`config.mk`:
```
export PLATFORM = sky130hd
export DESIGN_NAME = out_port_uart_tx
export DESIGN_NICKNAME = d
export VERILOG_FILES = /design/src/rtl/out_port_uart_tx.sv
export SDC_FILE = /design/constraint.sdc
export NUM_CORES = 1
export LEC_CHECK = 0
export ABC_CLOCK_PERIOD_IN_PS = 1930
export BUFFER_PORTS_ARGS = -buffer_cell sky130_fd_sc_hd__buf_2
export CAP_MARGIN = 15
export CORE_ASPECT_RATIO = 1.2
export CORE_UTILIZATION = 45
export CTS_CLUSTER_DIAMETER = 30
export CTS_CLUSTER_SIZE = 10
export DETAILED_ROUTE_END_ITERATION = 16
export GPL_TIMING_DRIVEN = 0
export SLEW_MARGIN = 20
export SYNTH_ARGS = -nofsm -noshare
export SYNTH_HDL_FRONTEND = slang
export SYNTH_SLANG_ARGS = --single-unit
```
`constraint.sdc`:
```
create_clock -name clk -period 1.93 [get_ports clk]
set_input_delay 0.386 -clock clk [delete_from_list [all_inputs] [get_ports clk]]
set_output_delay 0.386 -clock clk [all_outputs]
set_load 0.005 [all_outputs]
```
`src/rtl/out_port_uart_tx.sv`:
```
// Output-port UART transmitter: processor port writes are queued in a small FIFO
// and shifted out as 8N1 frames, LSB first, on a registered serial line.
`timescale 1ns/1ps
module out_port_uart_tx #(
   parameter int unsigned CLKS_PER_BIT = 16,
   parameter int unsigned FIFO_DEPTH   = 4
) (
   input  logic       clk,
   input  logic       rst,
   input  logic [7:0] port_data,
   input  logic       port_we,
   input  logic       ovf_clr,
   output logic       tx,
   output logic       busy,
   output logic       fifo_full,
   output logic       fifo_empty,
   output logic       overflow
);

   localparam int unsigned PW = $clog2(FIFO_DEPTH);
   localparam int unsigned CW = PW + 1;
   localparam int unsigned BW = $clog2(CLKS_PER_BIT);
   localparam logic [CW-1:0] FULL_CNT  = CW'(FIFO_DEPTH);
   localparam logic [BW-1:0] BAUD_LAST = BW'(CLKS_PER_BIT - 1);

   typedef enum logic [1:0] {IDLE, START, DATA, STOP} state_t;

   state_t        state, state_nxt;
   logic [7:0]    mem [FIFO_DEPTH];
   logic [PW-1:0] wr_ptr, rd_ptr;
   logic [CW-1:0] count;
   logic [7:0]    shift, shift_nxt;
   logic [2:0]    bit_cnt, bit_cnt_nxt;
   logic [BW-1:0] baud_cnt, baud_cnt_nxt;
   logic          tx_q, tx_nxt, ovf_q;
   logic          pop, push, drop, baud_done;

   // A pop on the same edge frees a slot, so a write while full is still accepted
   assign pop       = (state == IDLE) && (count != '0);
   assign push      = port_we && ((count != FULL_CNT) || pop);
   assign drop      = port_we && !push;
   assign baud_done = (baud_cnt == BAUD_LAST);

   always_ff @(posedge clk or posedge rst) begin
      if (rst) begin
         wr_ptr <= '0;
         rd_ptr <= '0;
         count  <= '0;
         ovf_q  <= 1'b0;
      end else begin
         if (push) wr_ptr <= wr_ptr + PW'(1);
         if (pop)  rd_ptr <= rd_ptr + PW'(1);
         case ({push, pop})
            2'b10:   count <= count + CW'(1);
            2'b01:   count <= count - CW'(1);
            default: count <= count;
         endcase
         if (drop)         ovf_q <= 1'b1;
         else if (ovf_clr) ovf_q <= 1'b0;
      end
   end

   always_ff @(posedge clk) begin
      if (push) mem[wr_ptr] <= port_data;
   end

   // State register, with the shift/count datapath and the registered line
   always_ff @(posedge clk or posedge rst) begin
      if (rst) begin
         state    <= IDLE;
         shift    <= '0;
         bit_cnt  <= '0;
         baud_cnt <= '0;
         tx_q     <= 1'b1;
      end else begin
         state    <= state_nxt;
         shift    <= shift_nxt;
         bit_cnt  <= bit_cnt_nxt;
         baud_cnt <= baud_cnt_nxt;
         tx_q     <= tx_nxt;
      end
   end

   always_comb begin
      state_nxt    = state;
      shift_nxt    = shift;
      bit_cnt_nxt  = bit_cnt;
      baud_cnt_nxt = baud_done ? '0 : baud_cnt + BW'(1);
      case (state)
         IDLE: begin
            baud_cnt_nxt = '0;
            if (pop) begin
               state_nxt   = START;
               shift_nxt   = mem[rd_ptr];
               bit_cnt_nxt = '0;
            end
         end
         START: if (baud_done) state_nxt = DATA;
         DATA: begin
            if (baud_done) begin
               shift_nxt   = {1'b0, shift[7:1]};
               bit_cnt_nxt = bit_cnt + 3'd1;
               if (bit_cnt == 3'd7) state_nxt = STOP;
            end
         end
         STOP: if (baud_done) state_nxt = IDLE;
         default: state_nxt = IDLE;
      endcase
   end

   // Line level is computed from the next state so tx changes on the same edge as the state
   always_comb begin
      tx_nxt = 1'b1;
      case (state_nxt)
         START:   tx_nxt = 1'b0;
         DATA:    tx_nxt = shift_nxt[0];
         default: tx_nxt = 1'b1;
      endcase
   end

   assign tx         = tx_q;
   assign busy       = (state != IDLE);
   assign fifo_full  = (count == FULL_CNT);
   assign fifo_empty = (count == '0);
   assign overflow   = ovf_q;

endmodule

```
[Word level (Yosys, flattened, before mapping)]
Memory sizes are Yosys's and may differ from the RTL's.
Index checks and enable logic that the tools add are counted.
Storage, ports and cells
  register bits after elaboration: 26
  latch bits: 0
  bits in writable memories: 32
  ROM bits: 0
  word-level logic and storage cells: 63
  memories kept: 1
Memory list
  mem: words 4, bits a word 8, read ports 1, clocked after memory_dff 0, write ports 1, line 29  | logic [7:0] mem [FIFO_DEPTH];
Operators by class
  add/sub/neg operators: 6
  $mul: 0
  divide/modulo/power cells: 0
  $lt $le $gt $ge: 0
  equal/unequal tests: 13
  shift-type cells: 0
  multiplexer cells: 20
  bitwise gates (word level): 0
  reduce and logical (&&, ||, !) cells: 13
Operator list (count)
  $mux W8: 2
  $pmux W8 S2: 1
  $pmux W3 S2: 2
  $mux W2: 5
  $eq A2 B2 Y1 const B: 4
  $mux W4: 2
  $pmux W2 S4: 1
  $reduce_bool A2 Y1: 4
  $add A3 B1 Y3 const B: 2
  $eq A2 B1 Y1 const B: 3
  $eq A3 B3 Y1 const B: 2
  $mux W3: 2
  $add A2 B1 Y2 const B: 2
  $add A4 B1 Y4 const B: 1
  $eq A4 B4 Y1 const B: 1
  $mux W1: 4
  $ne A2 B2 Y1 const B: 2
  $logic_and A1 B1 Y1: 3
  $logic_not A3 Y1: 1
  $ne A3 B3 Y1 const B: 1
  $reduce_and A3 Y1: 1
  $reduce_bool A3 Y1: 1
  $sub A3 B1 Y3 const B: 1
  $logic_not A2 Y1: 1
  other kinds (3): 3

[Depth between registers and ports, before layout]
Gate-level depths: netlist (run 1).
  word-level depth: 7
  mapped depth: 9

[Worst setup path before layout (run 1)]
OpenSTA, ideal clock, no wires.
  path type: reg2reg
  start point: register state[1]
  end point: register count[1]
  library setup time: 0.065 ns
  data arrival time: 2.074 ns
  slack: -0.209 ns
  cell stages (with the launch flop): 10
  buffers on the path: 1
  clock period less this slack: 2.139 ns
  cells stage by stage: dfrtp_1 buf_4 nor2_8 inv_2 or3_1 fa_1 inv_1 o21ai_0 a211oi_1 o22a_1
On the way
  longest elaborated chain between the ends: 6
RTL lines
  from (decl): line 28  | state_t state, state_nxt;
  from (signal assigned): line 76  | state <= state_nxt;
  $logic_not A2 Y1 *: line 39  | assign pop = (state == IDLE) && (count != '0);
  $logic_and A1 B1 Y1 *: line 39
  $logic_or A1 B1 Y1: line 40  | assign push = port_we && ((count != FULL_CNT) || pop);
  $logic_and A1 B1 Y1: line 40
  $eq A2 B1 Y1 / $eq A2 B2 Y1 (equally long branches): line 53  | case ({push, pop})
  $pmux W3 S2 / $reduce_bool A2 Y1 (equally long branches)
  to (signal assigned): line 54  | 2'b10: count <= count + CW'(1);
  to (signal assigned): line 55  | 2'b01: count <= count - CW'(1);
  to (signal assigned): line 56  | default: count <= count;
  to (decl): line 31  | logic [CW-1:0] count;
Every way passes the cells marked *; elsewhere a longest branch is shown, timed or not.
A chain may end at the register's enable or synchronous reset.

[Worst setup path after layout (run 1)]
Ends and elaborated chain as after synthesis.

==> impl_metrics.ini, run 1 <==
[timing]
finalClockSkew_ns = 0.00767
rsz0062_at_grt = yes
clock.fmax_mhz = 510
slew_headroom_pct = 36.5
setup_slack_ns = -0.0327
worstMarginPinSlew_ns = 0.947
hold_viol_final = 0
setup_tns_ns = -0.0327
setup_viol = 1
drv_slew = 0
period_share_pct = 102
whs_ns = 0.141
period_needed_ns = 1.96

[power]
p_leak_nw = 1.26
peakVddDrop_v = 0.000748
powerDensity_mw_per_mm2 = 1530

[place]
place_ws_ns = -0.185
dpl.hpwl_um = 2900
portBuffers = 15
gp_congestion = 0.687

[cts]
clock-root-buffer = clkbuf_8
cts_tree = built
clock_path_buffers = 2
cts_made_buffers = 9
clk-insertion-delay-late_ns = 0.33
htreeDepth = 3
cts_num_sinks = 58
ctsHoldBuffers = 0
clk_pin_slew_ns = 0.07

[logic_synthesis]
ys_warn_count = 0
synth_top_flop_cell = edfxtp_1
synth_edf_count = 32
syn_nets = 195
ys_ff_latch = 58
syn_area_mm2 = 0.00258
syn_area_per_cell_um2 = 14.8
yosysTopAreaCellShare_pct = 37.2
synthTopCellsByArea = edfxtp_1, dfrtp_1, mux4_1, ha_1, nand2_1
synth-seq-area-share_pct = 62.4
synth_cells = 175
synth.distinct_cells = 43
synth_top_area_cell = edfxtp_1
async_flop_share_pct = 44.8

[final_layout]
finalNetCount = 226
final_cell_mix = edfxtp_1, dfrtp_1, nand2_1, buf_2, clkbuf_8
diodes = 0
drive_gt1_share_pct = 31.0
final_common_cell = edfxtp_1
layout-area-overhead-vs-synth_pct = 16.6
utilization_pct = 55.7
num-fill-cells = 451

[drt]
vias_per_cell = 5.27
vias = 1434
totalWireLength_um = 4330
initialDrtViolationCount = 53
first_pass_iters = 4
drt.antenna.violating_nets = 0
wire_per_inst_um = 15.9
route.detailed.drc = 0

[hold_path]
hold_path.class = in -> async

[global_route]
first_global_vias = 1563
grt.total_usage_pct = 16.7
antenna_found_initial = 0
grt_max_degree = 27
grt-ovfl-total = 0
grt_pass1_wl_um = 7360

[floorplan]
die_x_um = 71.2
dieHeight_um = 85.0
core_mm2 = 0.00541
pin_count = 17
num_rows = 29
start_util_pct = 47.8
dieArea_mm2 = 0.00605

[worst_setup_path]
cp.required_ns = 2.15
arrival_ns = 2.18
crit_type = reg -> reg
end_kind = register
rrSetupSlack_ns = -0.03
start_kind = register
critPathMaxFanout = 8

[job]
cap_viol_max_count = 0

[outcome]
outcome = complete, but fails checks
violations = negative setup slack
Yosys cell counts (3+ instances only):
cell type / instances
mux4_1: 7
a22oi_1: 6
and2_1: 6
dfrtp_1: 25
inv_1: 8
ha_1: 7
mux2_2: 3
o21ai_0: 4
nor2_1: 5
xnor2_1: 7
edfxtp_1: 32
nand3_1: 7
nand2_1: 21
report_power, final:
part / switching [W] / internal [W] / leakage (nW)
Sequential: 0.000185 / 0.00171 / 0.610
Combinational: 0.000804 / 0.000722 / 0.540
Clock: 0.000462 / 0.000712 / 0.106
routing by layer:
layer  GRT usage, %  vias to the layer above  part of all wire (%)
met4           11.3                        0                   2.5
met1           18.9                      704                    43
met2           28.1                       17                    52
met3           3.68                        9                   1.9
met5              0                        -                     0
li1               -                      704                     -
cell type report:
type	instances	area (um2)	share of cell area (%)
Sequential cell	58	1620	53.7
Tap cell	62	77.6	2.58
Clock inverter	6	82.6	2.74
Multi-Input combinational cell	102	921	30.6
Inverter	10	42.5	1.41
Buffer	5	35.0	1.16
Timing Repair Buffer	20	113	3.74
Clock buffer	9	124	4.11
through the flow:
step,instances,total power [W],cell area [um2]
detailed placement,252,0.00333,2740
finish,272,0.00460,3010
global placement,252,0.00324,2740
global route,272,0.00488,3010
CTS,272,0.00460,2990
floorplan,175,0.00297,2590
registers in the layout, summed over array words and instances, names as in the netlist, 2 cells and up:
register	cells
baud_cnt	4
bit_cnt	3
count	3
mem	32
rd_ptr	2
shift	8
state	2
wr_ptr	2
path summary, 6_finish.rpt:
path	from	end	cells after the start
setup / recovery	state[1]	count[1]	9
hold / removal	rst	bit_cnt[1]	2
setup reg to reg	state[1]	count[1]	9
hold reg to reg	baud_cnt[0]	baud_cnt[0]	1
max in group asynchronous	rst	count[2]	2
min in group clk	ovf_clr	overflow	2
cell families after synthesis:
| kind of cell | Yosys count | synth area share, % |
|---|---|---|
| buf+inv | 15 | 2.66 |
| compound gates | 19 | 5.62 |
| xor+xnor | 9 | 3.78 |
| flops | 58 | 62.4 |
| fa+ha+maj | 8 | 4.16 |
| mux | 11 | 9.30 |
| simple gates | 55 | 12.1 |
critical path, stage by stage (launching register included):
cell and delay [ns]:
dfrtp_1 0.37, buf_6 0.13, nor2_8 0.12, inv_4 0.06, or3_4 0.33, fa_2 0.54
inv_2 0.04, o21ai_2 0.05, a211oi_2 0.05, o22a_1 0.16
timing repair:
item,4_1_cts,5_1_grt
setup endpoints to repair,27,18
buffers inserted,5,0
gates resized for setup,4,8
pin swaps,3,3
endpoints found under the hold margin,0,0
Note: power is estimated with default switching activity, not from simulation.
==> run 2: changes to the inputs <==
--- a/config.mk
+++ b/config.mk
@@ -10,6 +10,7 @@
 export CAP_MARGIN = 15
 export CORE_ASPECT_RATIO = 1.2
 export CORE_UTILIZATION = 45
+export CTS_BUF_LIST = sky130_fd_sc_hd__clkbuf_4
 export CTS_CLUSTER_DIAMETER = 30
 export CTS_CLUSTER_SIZE = 10
 export DETAILED_ROUTE_END_ITERATION = 16
==> run 2 against run 1 <==
  * Largest cell class unchanged
  * First-iteration DRC count is 49% higher
  * Via count is 0.91% higher
  * The flow still finishes with violations (negative setup slack)
  * Total power is 5.3% lower
  * Non-clock buffer count is the same
  * Critical path depth stayed put
  * Worst setup slack better by 0.0066 ns
  * Clock skew is 0.0079 ns higher
  * Register-to-register slack barely moved
  * Combinational power is essentially flat
  * Critical path type unchanged
  * Sequential cell count did not move
  * Sequential power about the same
  * Maximum frequency rose by 0.34%
==> impl_metrics.ini, run 2 (synthesis gave the netlist of run 1 again) <==
[hold_path]
hold_path.class = in -> async

[worst_setup_path]
cpMaxStageDelayCell = fa_2
path_buf_inv = 3
path_cells = buf_6 > nor2_8 > inv_4 > or3_4 > fa_2 > inv_2 > o21ai_2 > a211oi_2 > o22a_1
cp.required_ns = 2.21
rrSetupSlack_ns = -0.03
arrival_ns = 2.23
critPathMaxFanout = 8
crit_type = reg -> reg
end_kind = register
max_stage_delay_ns = 0.54
r2r-end = count[1]
rr_worst_depth = 9
r2r-start = state[1]
startpoint = state[1]
start_kind = register
crit_family = adder cells

[drt]
drt.antenna.violating_nets = 0
vias = 1447
vias_per_cell = 5.32
totalWireLength_um = 4300
initialDrtViolationCount = 79
wire_per_inst_um = 15.8
first_pass_iters = 4
route.detailed.drc = 0

[final_layout]
final_cell_mix = edfxtp_1, dfrtp_1, nand2_1, buf_2, clkbuf_4
utilization_pct = 54.7
layout-area-overhead-vs-synth_pct = 14.4
finalNetCount = 226
final_common_cell = edfxtp_1
top_register = mem
top_regs = mem (32), shift (8), baud_cnt (4)
largest_reg_flops = 32
num-fill-cells = 451
regArea_mm2 = 0.00162
drive_gt1_share_pct = 31.0
diodes = 0
multi_input_area_um2 = 921

[timing]
worstMarginPinSlew_ns = 0.944
rsz0062_at_grt = yes
period_share_pct = 101
finalClockSkew_ns = 0.0155
period_needed_ns = 1.96
slew_headroom_pct = 36.7
setup_slack_ns = -0.0261
hold_viol_final = 0
setup_viol = 1
setup_tns_ns = -0.0261
whs_ns = 0.0721
clock.fmax_mhz = 511
drv_slew = 0

[cts]
htreeDepth = 3
clock-root-buffer = clkbuf_4
cts_made_buffers = 9
clock_path_buffers = 2
clk_pin_slew_ns = 0.11
cts_num_sinks = 58
clk-insertion-delay-late_ns = 0.39
cts_tree = built

[place]
place_ws_ns = -0.185
portBuffers = 15
gp_congestion = 0.687
dpl.hpwl_um = 2900

[floorplan]
dieArea_mm2 = 0.00605
die_x_um = 71.2
core_mm2 = 0.00541
pin_count = 17
dieHeight_um = 85.0
start_util_pct = 47.8
num_rows = 29

[outcome]
violations = negative setup slack
outcome = complete, but fails checks

[power]
peakVddDrop_v = 0.000664
p_leak_nw = 1.23
total_power_w = 0.00436
powerDensity_mw_per_mm2 = 1470

[global_route]
first_global_vias = 1578
grt_max_degree = 27
grt_pass1_wl_um = 7380
antenna_found_initial = 0
grt.total_usage_pct = 16.5
grt-ovfl-total = 0

[job]
cap_viol_max_count = 0
==> run 2: worst register-to-register path, delay by kind of cell (launching register included) <==
| family | cells | cell delay [ns] |
|---|---|---|
| AO/OA/AOI/OAI | 3 | 0.26 |
| adder cells (fa/ha/maj) | 1 | 0.54 |
| buffers and inverters | 3 | 0.23 |
| flip-flops | 1 | 0.38 |
| AND/OR/NAND/NOR | 2 | 0.45 |
==> run 2: cell type report <==
class | instances | share of cell area (%)
well taps | 62 | 2.62
repair buffers | 20 | 3.81
clock buffers | 9 | 2.29
plain buffers | 5 | 1.19
inverters | 10 | 1.44
flip-flops and latches | 58 | 54.7
multi-input cells | 102 | 31.2
clock inverters | 6 | 2.79
==> run 2: worst max path at each step <==
stage          endpoint  slack [ns]  depth (start not counted)
2_1_floorplan  count[1]       -0.05                          9
3_3_place_gp   count[1]       -0.11                          9
3_5_place_dp   count[1]       -0.19                          8
4_1_cts        count[1]       -0.06                          9
5_1_grt        count[1]       -0.10                          8
6_report       count[1]       -0.03                          9
==> run 2: metal layers <==
| metal | global-route usage [%] | wire length [um] | up-vias | share of wire [%] |
|---|---|---|---|---|
| li1 | - | - | 706 | - |
| met1 | 18.8 | 1790 | 706 | 42 |
| met2 | 28.1 | 2270 | 25 | 53 |
| met3 | 3.92 | 120 | 10 | 2.8 |
| met4 | 9.82 | 108 | 0 | 2.5 |
| met5 | 0 | 0 | - | 0 |
==> run 2: power by group <==
part | total [W] | switching, W | internal, W
combinational | 0.00153 | 0.000805 | 0.000722
clock | 0.000934 | 0.000422 | 0.000512
sequential | 0.00189 | 0.000186 | 0.00171
total | 0.00436 | 0.00141 | 0.00294
==> run 2: repair_timing <==
action | CTS | global route
pin swaps | 2 | 1
setup buffers | 5 | 0
endpoints found under the setup margin | 26 | 19
hold buffers | 0 | 0
resized for setup | 4 | 8
gates cloned | 0 | 0
==> run 2: per-stage QoR <==
| stage | cell area [um2] | std cells |
|---|---|---|
| after global placement | 2740 | 252 |
| after CTS | 2940 | 272 |
| after global routing | 2960 | 272 |
| after floorplan | 2590 | 175 |
| after detailed placement | 2740 | 252 |
| final | 2960 | 272 |
==> run 3: changes to the inputs <==
--- a/config.mk
+++ b/config.mk
@@ -15,6 +15,7 @@
 export CTS_CLUSTER_SIZE = 10
 export DETAILED_ROUTE_END_ITERATION = 16
 export GPL_TIMING_DRIVEN = 0
+export PLACE_DENSITY = 0.65
 export SLEW_MARGIN = 20
 export SYNTH_ARGS = -nofsm -noshare
 export SYNTH_HDL_FRONTEND = slang
==> run 3 against run 2 <==
  * The run still ends with negative setup slack left
  * Routed wire length shrank 2.2%
  * Largest cell class unchanged
  * Sequential cell count is the same
  * Register-to-register slack lost 0.09 ns
  * Clock power shrank 5.0%
  * Worst hold slack lost 0.024 ns
  * Global-route usage shrank 0.20 points
  * Critical path depth shrank 1
  * Clock skew shrank 0.0019 ns
  * Die area is the same
  * Utilization grew 0.62 points
  * Cell area grew 1.1%
  * Critical path type unchanged
  * Count of clock-buffer cells in the layout is the same
==> impl_metrics.ini, run 3 (synthesis gave the netlist of run 1 again) <==
[cts]
htreeDepth = 3
ctsHoldBuffers = 0
clk_pin_slew_ns = 0.12
clk-insertion-delay-late_ns = 0.41
cts_num_sinks = 58
clock_path_buffers = 2
cts_tree = built
clock-root-buffer = clkbuf_4
cts_made_buffers = 9

[final_layout]
final_common_cell = edfxtp_1
instances_no_fill = 279
num-fill-cells = 448
drive_gt1_share_pct = 31.8
top_regs = mem (32), shift (8), baud_cnt (4)
top_register = mem
multi_input_area_um2 = 912
diodes = 0
regArea_mm2 = 0.00162
layout-area-overhead-vs-synth_pct = 15.7
largest_reg_flops = 32
final_cell_mix = edfxtp_1, dfrtp_1, nand2_1, buf_2, buf_4
finalNetCount = 232

[place]
place_ws_ns = -0.192
gp_congestion = 0.670
portBuffers = 15
place_inst = 252
dpl.hpwl_um = 2760

[timing]
slew_headroom_pct = 38.6
clock.fmax_mhz = 488
period_share_pct = 106
drv_slew = 0
period_needed_ns = 2.05
hold_viol_final = 0
setup_slack_ns = -0.118
whs_ns = 0.0482
worstMarginPinSlew_ns = 0.916
setup_viol = 1
finalClockSkew_ns = 0.0137
rsz0062_at_grt = yes

[worst_setup_path]
arrival_ns = 2.40
start_kind = register
cp.required_ns = 2.29
critPathMaxFanout = 6
end_kind = register
crit_type = reg -> reg

[global_route]
grt-ovfl-total = 0
grt_max_degree = 27
grt_pass1_wl_um = 7300
antenna_found_initial = 0
grt.total_usage_pct = 16.3
first_global_vias = 1575

[power]
p_comb_share_pct = 35.9
seq_power_share_pct = 43.6
peakVddDrop_v = 0.00103
powerDensity_mw_per_mm2 = 1450
clockPowerShare_pct = 20.5
internal_power_w = 0.00288
sw_frac_of_total_pct = 33.6
switching_power_w = 0.00146
total_power_w = 0.00434
p_leak_nw = 1.25

[floorplan]
start_util_pct = 47.8
die_x_um = 71.2
pin_count = 17
dieArea_mm2 = 0.00605
dieHeight_um = 85.0
core_mm2 = 0.00541
num_rows = 29

[drt]
initialDrtViolationCount = 57
wire_per_inst_um = 15.1
vias = 1530
drt.antenna.violating_nets = 0
vias_per_cell = 5.48
route.detailed.drc = 0
totalWireLength_um = 4200
first_pass_iters = 4

[hold_path]
hold_path.class = in -> async

[outcome]
outcome = complete, but fails checks
violations = negative setup slack

[job]
cap_viol_max_count = 0
==> run 3: final cells by class <==
| cell class | instances | share of cell area, % |
|---|---|---|
| flip-flops and latches | 58 | 54.0 |
| multi-input cells | 102 | 30.5 |
| repair buffers | 26 | 5.27 |
| clock inverters | 7 | 2.64 |
| well taps | 62 | 2.60 |
| clock buffers | 9 | 2.26 |
| inverters | 10 | 1.51 |
| plain buffers | 5 | 1.17 |
==> run 3: metrics by stage <==
| stage | setup TNS, ns | utilization, % | area, um2 |
|---|---|---|---|
| 2_1_floorplan | -0.0463 | - | 2590 |
| 4_1_cts | -0.0906 | 54.0 | 2920 |
| 3_5_place_dp | -0.260 | 50.8 | 2740 |
| 6_report | -0.118 | 55.3 | 2990 |
| 5_1_grt | -0.236 | 55.3 | 2990 |
| 3_3_place_gp | -0.168 | 50.8 | 2740 |
==> run 3: power by group through the flow <==
stage,Sequential [W],Combinational [W],Clock [W]
6_report,0.00189,0.00156,0.000887
3_5_place_dp,0.00195,0.00136,0
3_3_place_gp,0.00192,0.00131,0
2_1_floorplan,0.00189,0.00108,0
4_1_cts,0.00189,0.00147,0.000913
5_1_grt,0.00193,0.00173,0.000962
==> run 3: layer usage <==
layer	global-route usage (%)	part of all wire (%)
met5	0	0
met4	8.91	1.8
met3	5.34	3.6
met2	27.7	53
met1	18.0	42
==> run 3: path summary, 6_finish.rpt <==
kind | startpoint | endpoint | slack, ns | cells after the start
max | state[0] | count[1] | -0.12 | 8
min in group clk | ovf_clr | overflow | 0.15 | 2
min reg2reg | bit_cnt[1] | bit_cnt[1] | 0.49 | 2
max reg2reg | state[0] | count[1] | -0.12 | 8
min | rst | count[2] | 0.05 | 2
max in group asynchronous | rst | state[0] | 1.41 | 2
==> run 3: critical path: stages (launching register included) <==
cell and delay [ns]:
dfrtp_2 0.49, nor2_8 0.16, inv_6 0.05, or3_4 0.33
fa_1 0.44, inv_1 0.08, o21ai_1 0.06, a211oi_1 0.24
o22a_1 0.17
==> run 3: what timing repair did <==
item | 4_1_cts | 5_1_grt
hold endpoints to repair | 0 | 0
gates resized for setup | 2 | 7
setup buffers | 4 | 7
setup endpoints to repair | 11 | 34
pin swaps | 1 | 4
